[config.mk]
export PLATFORM = sky130hd
export DESIGN_NAME = spi_slave
export DESIGN_NICKNAME = d
export VERILOG_FILES = /design/src/rtl/spi_pkg.sv /design/src/rtl/spi_sync_edge.sv /design/src/rtl/spi_slave.sv
export SDC_FILE = /design/constraint.sdc
export NUM_CORES = 1
export LEC_CHECK = 0
export CAP_MARGIN = 20
export CORE_ASPECT_RATIO = 0.5
export CORE_MARGIN = 2
export CORE_UTILIZATION = 40
export DETAILED_ROUTE_END_ITERATION = 10
export SLEW_MARGIN = 20
export SYNTH_ARGS = -nofsm -noshare
export SYNTH_HDL_FRONTEND = slang
export SYNTH_SLANG_ARGS = --single-unit
export TNS_END_PERCENT = 100
[constraint.sdc]
create_clock -name clk -period 5.4 [get_ports clk]
set_clock_uncertainty 0.2 [all_clocks]
set_input_delay 1.08 -clock clk [delete_from_list [all_inputs] [get_ports clk]]
set_output_delay 1.08 -clock clk [all_outputs]
set_load 0.02 [all_outputs]
[src/rtl/spi_pkg.sv]
// Shared SPI definitions: FSM state encoding, synchroniser depth and mode-0 polarity.
package spi_pkg;

   typedef enum logic {
      IDLE  = 1'b0,
      SHIFT = 1'b1
   } spi_state_e;

   localparam int unsigned SPI_SYNC_STAGES = 2;

   // Mode 0: SCK idles low, data sampled on the leading (rising) edge.
   localparam logic SPI_CPOL = 1'b0;
   localparam logic SPI_CPHA = 1'b0;

endpackage

[src/rtl/spi_sync_edge.sv]
// 1-bit input synchroniser with a history flop producing rise/fall strobes.
module spi_sync_edge
   import spi_pkg::*;
#(
   parameter logic RST_VAL = 1'b0
) (
   input  logic clk,
   input  logic rst_n,
   input  logic d,
   output logic sync,
   output logic rise_c,
   output logic fall_c
);

   localparam int unsigned DEPTH = SPI_SYNC_STAGES + 1;

   logic [DEPTH-1:0] sr_q;

   always_ff @(posedge clk or negedge rst_n) begin
      if (!rst_n) begin
         sr_q <= {DEPTH{RST_VAL}};
      end else begin
         sr_q <= {sr_q[DEPTH-2:0], d};
      end
   end

   assign sync   = sr_q[DEPTH-2];
   assign rise_c = sr_q[DEPTH-2] & ~sr_q[DEPTH-1];
   assign fall_c = ~sr_q[DEPTH-2] & sr_q[DEPTH-1];

endmodule

[src/rtl/spi_slave.sv]
// SPI mode-0 responder with a single-entry transmit buffer.
// Define SPI_SLAVE_MISO_HIZ_EN to tri-state miso while idle (shared MISO bus).
module spi_slave
   import spi_pkg::*;
#(
   parameter int unsigned DATA_WIDTH    = 16,
   parameter int unsigned BIT_CNT_WIDTH = 4
) (
   input  logic                  clk,
   input  logic                  rst_n,
   input  logic                  sck,
   input  logic                  cs_n,
   input  logic                  mosi,
   output logic                  miso,
   input  logic [DATA_WIDTH-1:0] tx_data,
   input  logic                  tx_load,
   output logic                  tx_ready,
   output logic [DATA_WIDTH-1:0] rx_data,
   output logic                  new_data,
   output logic                  busy,
   output logic                  tx_underrun
);

   localparam logic [BIT_CNT_WIDTH-1:0] LAST_BIT = BIT_CNT_WIDTH'(DATA_WIDTH - 1);

   logic sck_s, sck_rise, sck_fall;
   logic cs_s, cs_rise, cs_fall;
   logic mosi_s, mosi_rise, mosi_fall;
   logic sample_c, shift_c, load_c;
   logic unused_c;

   spi_state_e               state_q, state_d;
   logic [BIT_CNT_WIDTH-1:0] cnt_q, cnt_d;
   logic [DATA_WIDTH-1:0]    shift_rx_q, shift_rx_d;
   logic [DATA_WIDTH-1:0]    shift_tx_q, shift_tx_d;
   logic [DATA_WIDTH-1:0]    buf_q, buf_d;
   logic [DATA_WIDTH-1:0]    rx_data_q, rx_data_d;
   logic                     reload_q, reload_d;
   logic                     tx_ready_q, tx_ready_d;
   logic                     new_data_q, new_data_d;
   logic                     underrun_q, underrun_d;
   logic                     miso_q, miso_d;

   spi_sync_edge #(.RST_VAL(SPI_CPOL)) u_sync_sck (
      .clk(clk), .rst_n(rst_n), .d(sck), .sync(sck_s), .rise_c(sck_rise), .fall_c(sck_fall)
   );
   spi_sync_edge #(.RST_VAL(1'b1)) u_sync_cs (
      .clk(clk), .rst_n(rst_n), .d(cs_n), .sync(cs_s), .rise_c(cs_rise), .fall_c(cs_fall)
   );
   spi_sync_edge #(.RST_VAL(1'b0)) u_sync_mosi (
      .clk(clk), .rst_n(rst_n), .d(mosi), .sync(mosi_s), .rise_c(mosi_rise), .fall_c(mosi_fall)
   );

   assign sample_c = (SPI_CPOL == SPI_CPHA) ? sck_rise : sck_fall;
   assign shift_c  = (SPI_CPOL == SPI_CPHA) ? sck_fall : sck_rise;
   assign unused_c = ^{sck_s, cs_s, mosi_rise, mosi_fall};

   always_ff @(posedge clk or negedge rst_n) begin
      if (!rst_n) begin
         state_q    <= IDLE;
         cnt_q      <= '0;
         shift_rx_q <= '0;
         shift_tx_q <= '0;
         buf_q      <= '0;
         rx_data_q  <= '0;
         reload_q   <= 1'b0;
         tx_ready_q <= 1'b1;
         new_data_q <= 1'b0;
         underrun_q <= 1'b0;
         miso_q     <= 1'b0;
      end else begin
         state_q    <= state_d;
         cnt_q      <= cnt_d;
         shift_rx_q <= shift_rx_d;
         shift_tx_q <= shift_tx_d;
         buf_q      <= buf_d;
         rx_data_q  <= rx_data_d;
         reload_q   <= reload_d;
         tx_ready_q <= tx_ready_d;
         new_data_q <= new_data_d;
         underrun_q <= underrun_d;
         miso_q     <= miso_d;
      end
   end

   always_comb begin
      state_d    = state_q;
      cnt_d      = cnt_q;
      shift_rx_d = shift_rx_q;
      shift_tx_d = shift_tx_q;
      buf_d      = buf_q;
      rx_data_d  = rx_data_q;
      reload_d   = reload_q;
      tx_ready_d = tx_ready_q;
      new_data_d = 1'b0;
      underrun_d = 1'b0;
      load_c     = 1'b0;

      case (state_q)
         IDLE: begin
            cnt_d    = '0;
            reload_d = 1'b0;
            if (cs_fall) begin
               load_c  = 1'b1;
               state_d = SHIFT;
            end
         end
         SHIFT: begin
            if (cs_rise) begin
               state_d  = IDLE;
               cnt_d    = '0;
               reload_d = 1'b0;
            end else begin
               if (sample_c) begin
                  shift_rx_d = {shift_rx_q[DATA_WIDTH-2:0], mosi_s};
                  cnt_d      = cnt_q + BIT_CNT_WIDTH'(1);
                  if (cnt_q == LAST_BIT) begin
                     rx_data_d  = {shift_rx_q[DATA_WIDTH-2:0], mosi_s};
                     new_data_d = 1'b1;
                     reload_d   = 1'b1;
                  end
               end
               if (shift_c) begin
                  if (reload_q) begin
                     load_c   = 1'b1;
                     reload_d = 1'b0;
                  end else begin
                     shift_tx_d = {shift_tx_q[DATA_WIDTH-2:0], 1'b0};
                  end
               end
            end
         end
         default: state_d = IDLE;
      endcase

      // Buffer drains into the shifter before a same-cycle write lands.
      if (load_c) begin
         shift_tx_d = tx_ready_q ? '0 : buf_q;
         underrun_d = tx_ready_q;
         tx_ready_d = 1'b1;
      end
      if (tx_load && tx_ready_q) begin
         buf_d      = tx_data;
         tx_ready_d = 1'b0;
      end

      miso_d = (state_d == SHIFT) ? shift_tx_d[DATA_WIDTH-1] : 1'b0;
   end

   assign tx_ready    = tx_ready_q;
   assign rx_data     = rx_data_q;
   assign new_data    = new_data_q;
   assign tx_underrun = underrun_q;
   assign busy        = (state_q == SHIFT);

`ifdef SPI_SLAVE_MISO_HIZ_EN
   assign miso = (state_q == SHIFT) ? miso_q : 1'bz;
`else
   assign miso = miso_q;
`endif

endmodule

==> results.md <==
- Synth warn: 0
- Vias/cell: 4.90
- Die X: 131 um
- Setup TNS: 0 ns
- Drt first pass iters: 4
- Largest net degree at the start of global routing: between 80 and 90
- Worst rel slew slack: 37.4%
- Initial antenna violation count: 0
- Tmin final: about 2.8 ns
- Unrepaired setup endpoints after global routing: no
- Final setup violation count: 0
- Clk_lat worst skew: approximately 0.34 ns
- Drt wl/cell: approximately 15 um
- H-tree depth: 3
- Fillers: just under 700
- Die Ht: between 60 and 70 um
- Main synth FF type: dfrtp_1
- Layout cell share with drive strength beyond 1: 24.6%
- Post-synth ARST share: between 90% and 100%
- Max layer used: met4
- Residual DRC: 0
- Worst endpoint data arrival time: approximately 1.6 ns
- HPWL Detailed: between 3000 and 4000 um
- Status: complete, no violations
- ANT nets after route: 0
- Multiplexer area fraction after synthesis: between 15 and 20%
- Total CTS buffers: 9
- Routed wl met2: roughly 2700 um
- Main combinational cell family by area after synthesis: multiplexers
- Worst hold path type: reg2reg
- Routed wl met3: ~240 um
- GRT Total Usage: 14.1%
- Wl on met1: 2640 um
- Count leader, synth: dfrtp_1
- Synthesized cell area: 0.00321 mm2
- Gr ovfl total: 0
- Top delay family on crit path: buffers and inverters
- Synth Instances: between 200 and 250
- CTS Buffer Depth: 2
- FF-to-FF setup slack: between 2 and 3 ns
- Cells along the critical path: clkdlybuf4s50_1
- Syn nets: 250
- WS Path Type: reg2out
- Vias in the first global route: approximately 1900
- Synth cell count leaders: dfrtp_1, mux2_2, nor2_1, a21oi_1, a32oi_1
- Xor/xnor cell area share of the yosys netlist: less than 1%
- Worst Path Required: approximately 4 ns
- Vias: around 1900
- CP Launch Type: flop
- Area leader, netlist: dfrtp_1
- Pwr Density: between 400 and 500 mW/mm2
- Critical path endpoint category: output port
- Number of synthesized flops with an enable pin: 0
- Worst VDD drop: 0.000202 V
- Post-Route WL: around 5600 um
- I/O pin cnt: 43
- Post-Synth Adder-Cell Area: 0.390%
- Distinct cells, synth: 36
- Synth top area cells: dfrtp_1, mux2_2, mux2_4, a32oi_1, dfstp_2
- Max Cap Viol: 0
- Worst Reg2Reg Path Length in Cells: 4
- I/O Buffers: 42
- DIE AREA: roughly 0.0088 mm2
- First-pass GRT wire length: slightly above 9000 um
- Tcrit/Tclk final: approximately 52%
- Final hold violation count: 0
- Compound-Gate Fraction of Synth Area: under 10%
- Flops & latches, synth: 81
- Seq/Total Area, Yosys: a little under two thirds
- Fin nets: 290
- Layout area overhead: 26.1%
- Syn Area/Cell: around 14 um2
- RD Place Congestion: slightly below 0.7
- CTS tree: done
- Placed Area: 0.00368 mm2
- Crit path max fanout: 7
- Worst-margin pin slew: approximately 0.94 ns
- CP Depth: 1
- Fmax: 354 MHz
- Hold Path Stages: 0
- PostCTS Resize Cnt: 0
- CTS sink cnt: between 80 and 90
- Starting density of the core: about two fifths
- Final slew viol count: 0
- Yosys top cell area share: approximately three fifths
- Clk pin slew, worst setup/hold paths: roughly 0.060 ns
- Rows: 23
- Core area: slightly below 0.008 mm2
- Design area: approximately 0.0040 mm2
- Ant. Diodes: 0
- CP max-delay cell: clkdlybuf4s50_1
- Simple logic cell fraction of the synthesized area: under 10%
- CTS root buf: clkbuf_16
- Critical path's largest stage delay: roughly 0.62 ns
- Leakage power: roughly 1.8 nW
- Initial DRC count: 138
- Worst path bufs/invs: 1
- Postcts setup bufs: 0
- Hold-fix buffers, CTS: 0
cell usage in the layout (no fill, tap or decap), types with 6 or more instances in the layout:
cell,count
clkdlybuf4s50_1,41
clkbuf_16,9
mux2_4,9
nor2_1,18
mux2_2,35
a32oi_1,14
dfrtp_1,77
inv_1,6
a21oi_1,16
metrics by stage:
stage	power, mW	cells	setup WS [ns]	utilization [%]	hold WS [ns]
after floorplan	0.998	227	3.08	-	0.131
after global placement	1.07	368	2.66	46.7	0.136
after detailed placement	1.09	368	2.58	46.7	0.138
after CTS	1.83	384	2.55	51.2	0.151
after global routing	1.90	384	2.51	51.3	0.156
final	1.81	384	2.57	51.3	0.149
power breakdown:
part           switching [mW]  total, mW  internal, mW
Clock                   0.234      0.731         0.497
Combinational           0.115      0.254         0.139
Sequential             0.0811      0.825         0.743
area by class of cell:
class / instances / area, um2 / area share (%)
Clock buffer: 10 / 229 / 5.66
Clock inverter: 6 / 130 / 3.22
Inverter: 6 / 22.5 / 0.557
Multi-Input combinational cell: 127 / 1070 / 26.4
Sequential cell: 81 / 2030 / 50.2
Tap cell: 112 / 140 / 3.47
Timing Repair Buffer: 42 / 422 / 10.4
path summary, 6_finish.rpt:
path                                     start                  end
max                                   tx_ready             tx_ready
min reg2reg                u_sync_mosi.sr_q[0]  u_sync_mosi.sr_q[1]
max reg2reg                  u_sync_cs.sr_q[1]          rx_data[13]
min                        u_sync_mosi.sr_q[0]  u_sync_mosi.sr_q[1]
max in group asynchronous                rst_n             buf_q[0]
min in group asynchronous                rst_n  u_sync_mosi.sr_q[0]
cell families after synthesis:
logic type / count (synthesis)
xor+xnor: 3
flops: 81
buf+inv: 19
simple gates: 36
compound gates: 39
fa+ha+maj: 1
mux: 48
worst register-to-register path, stage by stage (launching register included):
cell      delay, ns
dfstp_2        0.55
nand2b_1       0.18
nand3_4        0.27
or2_1          0.77
mux2_2         0.41
flip-flops by register name, summed over array words and instances (netlist names):
register          flops
buf_q                16
rx_data              16
shift_tx_q           16
shift_rx_q           15
cnt_q                 4
u_sync_cs.sr_q        3
u_sync_sck.sr_q       3
u_sync_mosi.sr_q      2
busy                  1
miso                  1
new_data              1
reload_q              1
tx_ready              1
tx_underrun           1
metal layers:
| metal | GRT usage [%] | up-vias |
|---|---|---|
| met4 | 5.19 | 0 |
| met5 | 0 | - |
| met1 | 17.6 | 961 |
| li1 | - | 886 |
| met2 | 22.1 | 28 |
| met3 | 6.26 | 7 |
No activity file was read; power rests on OpenSTA's default activity.
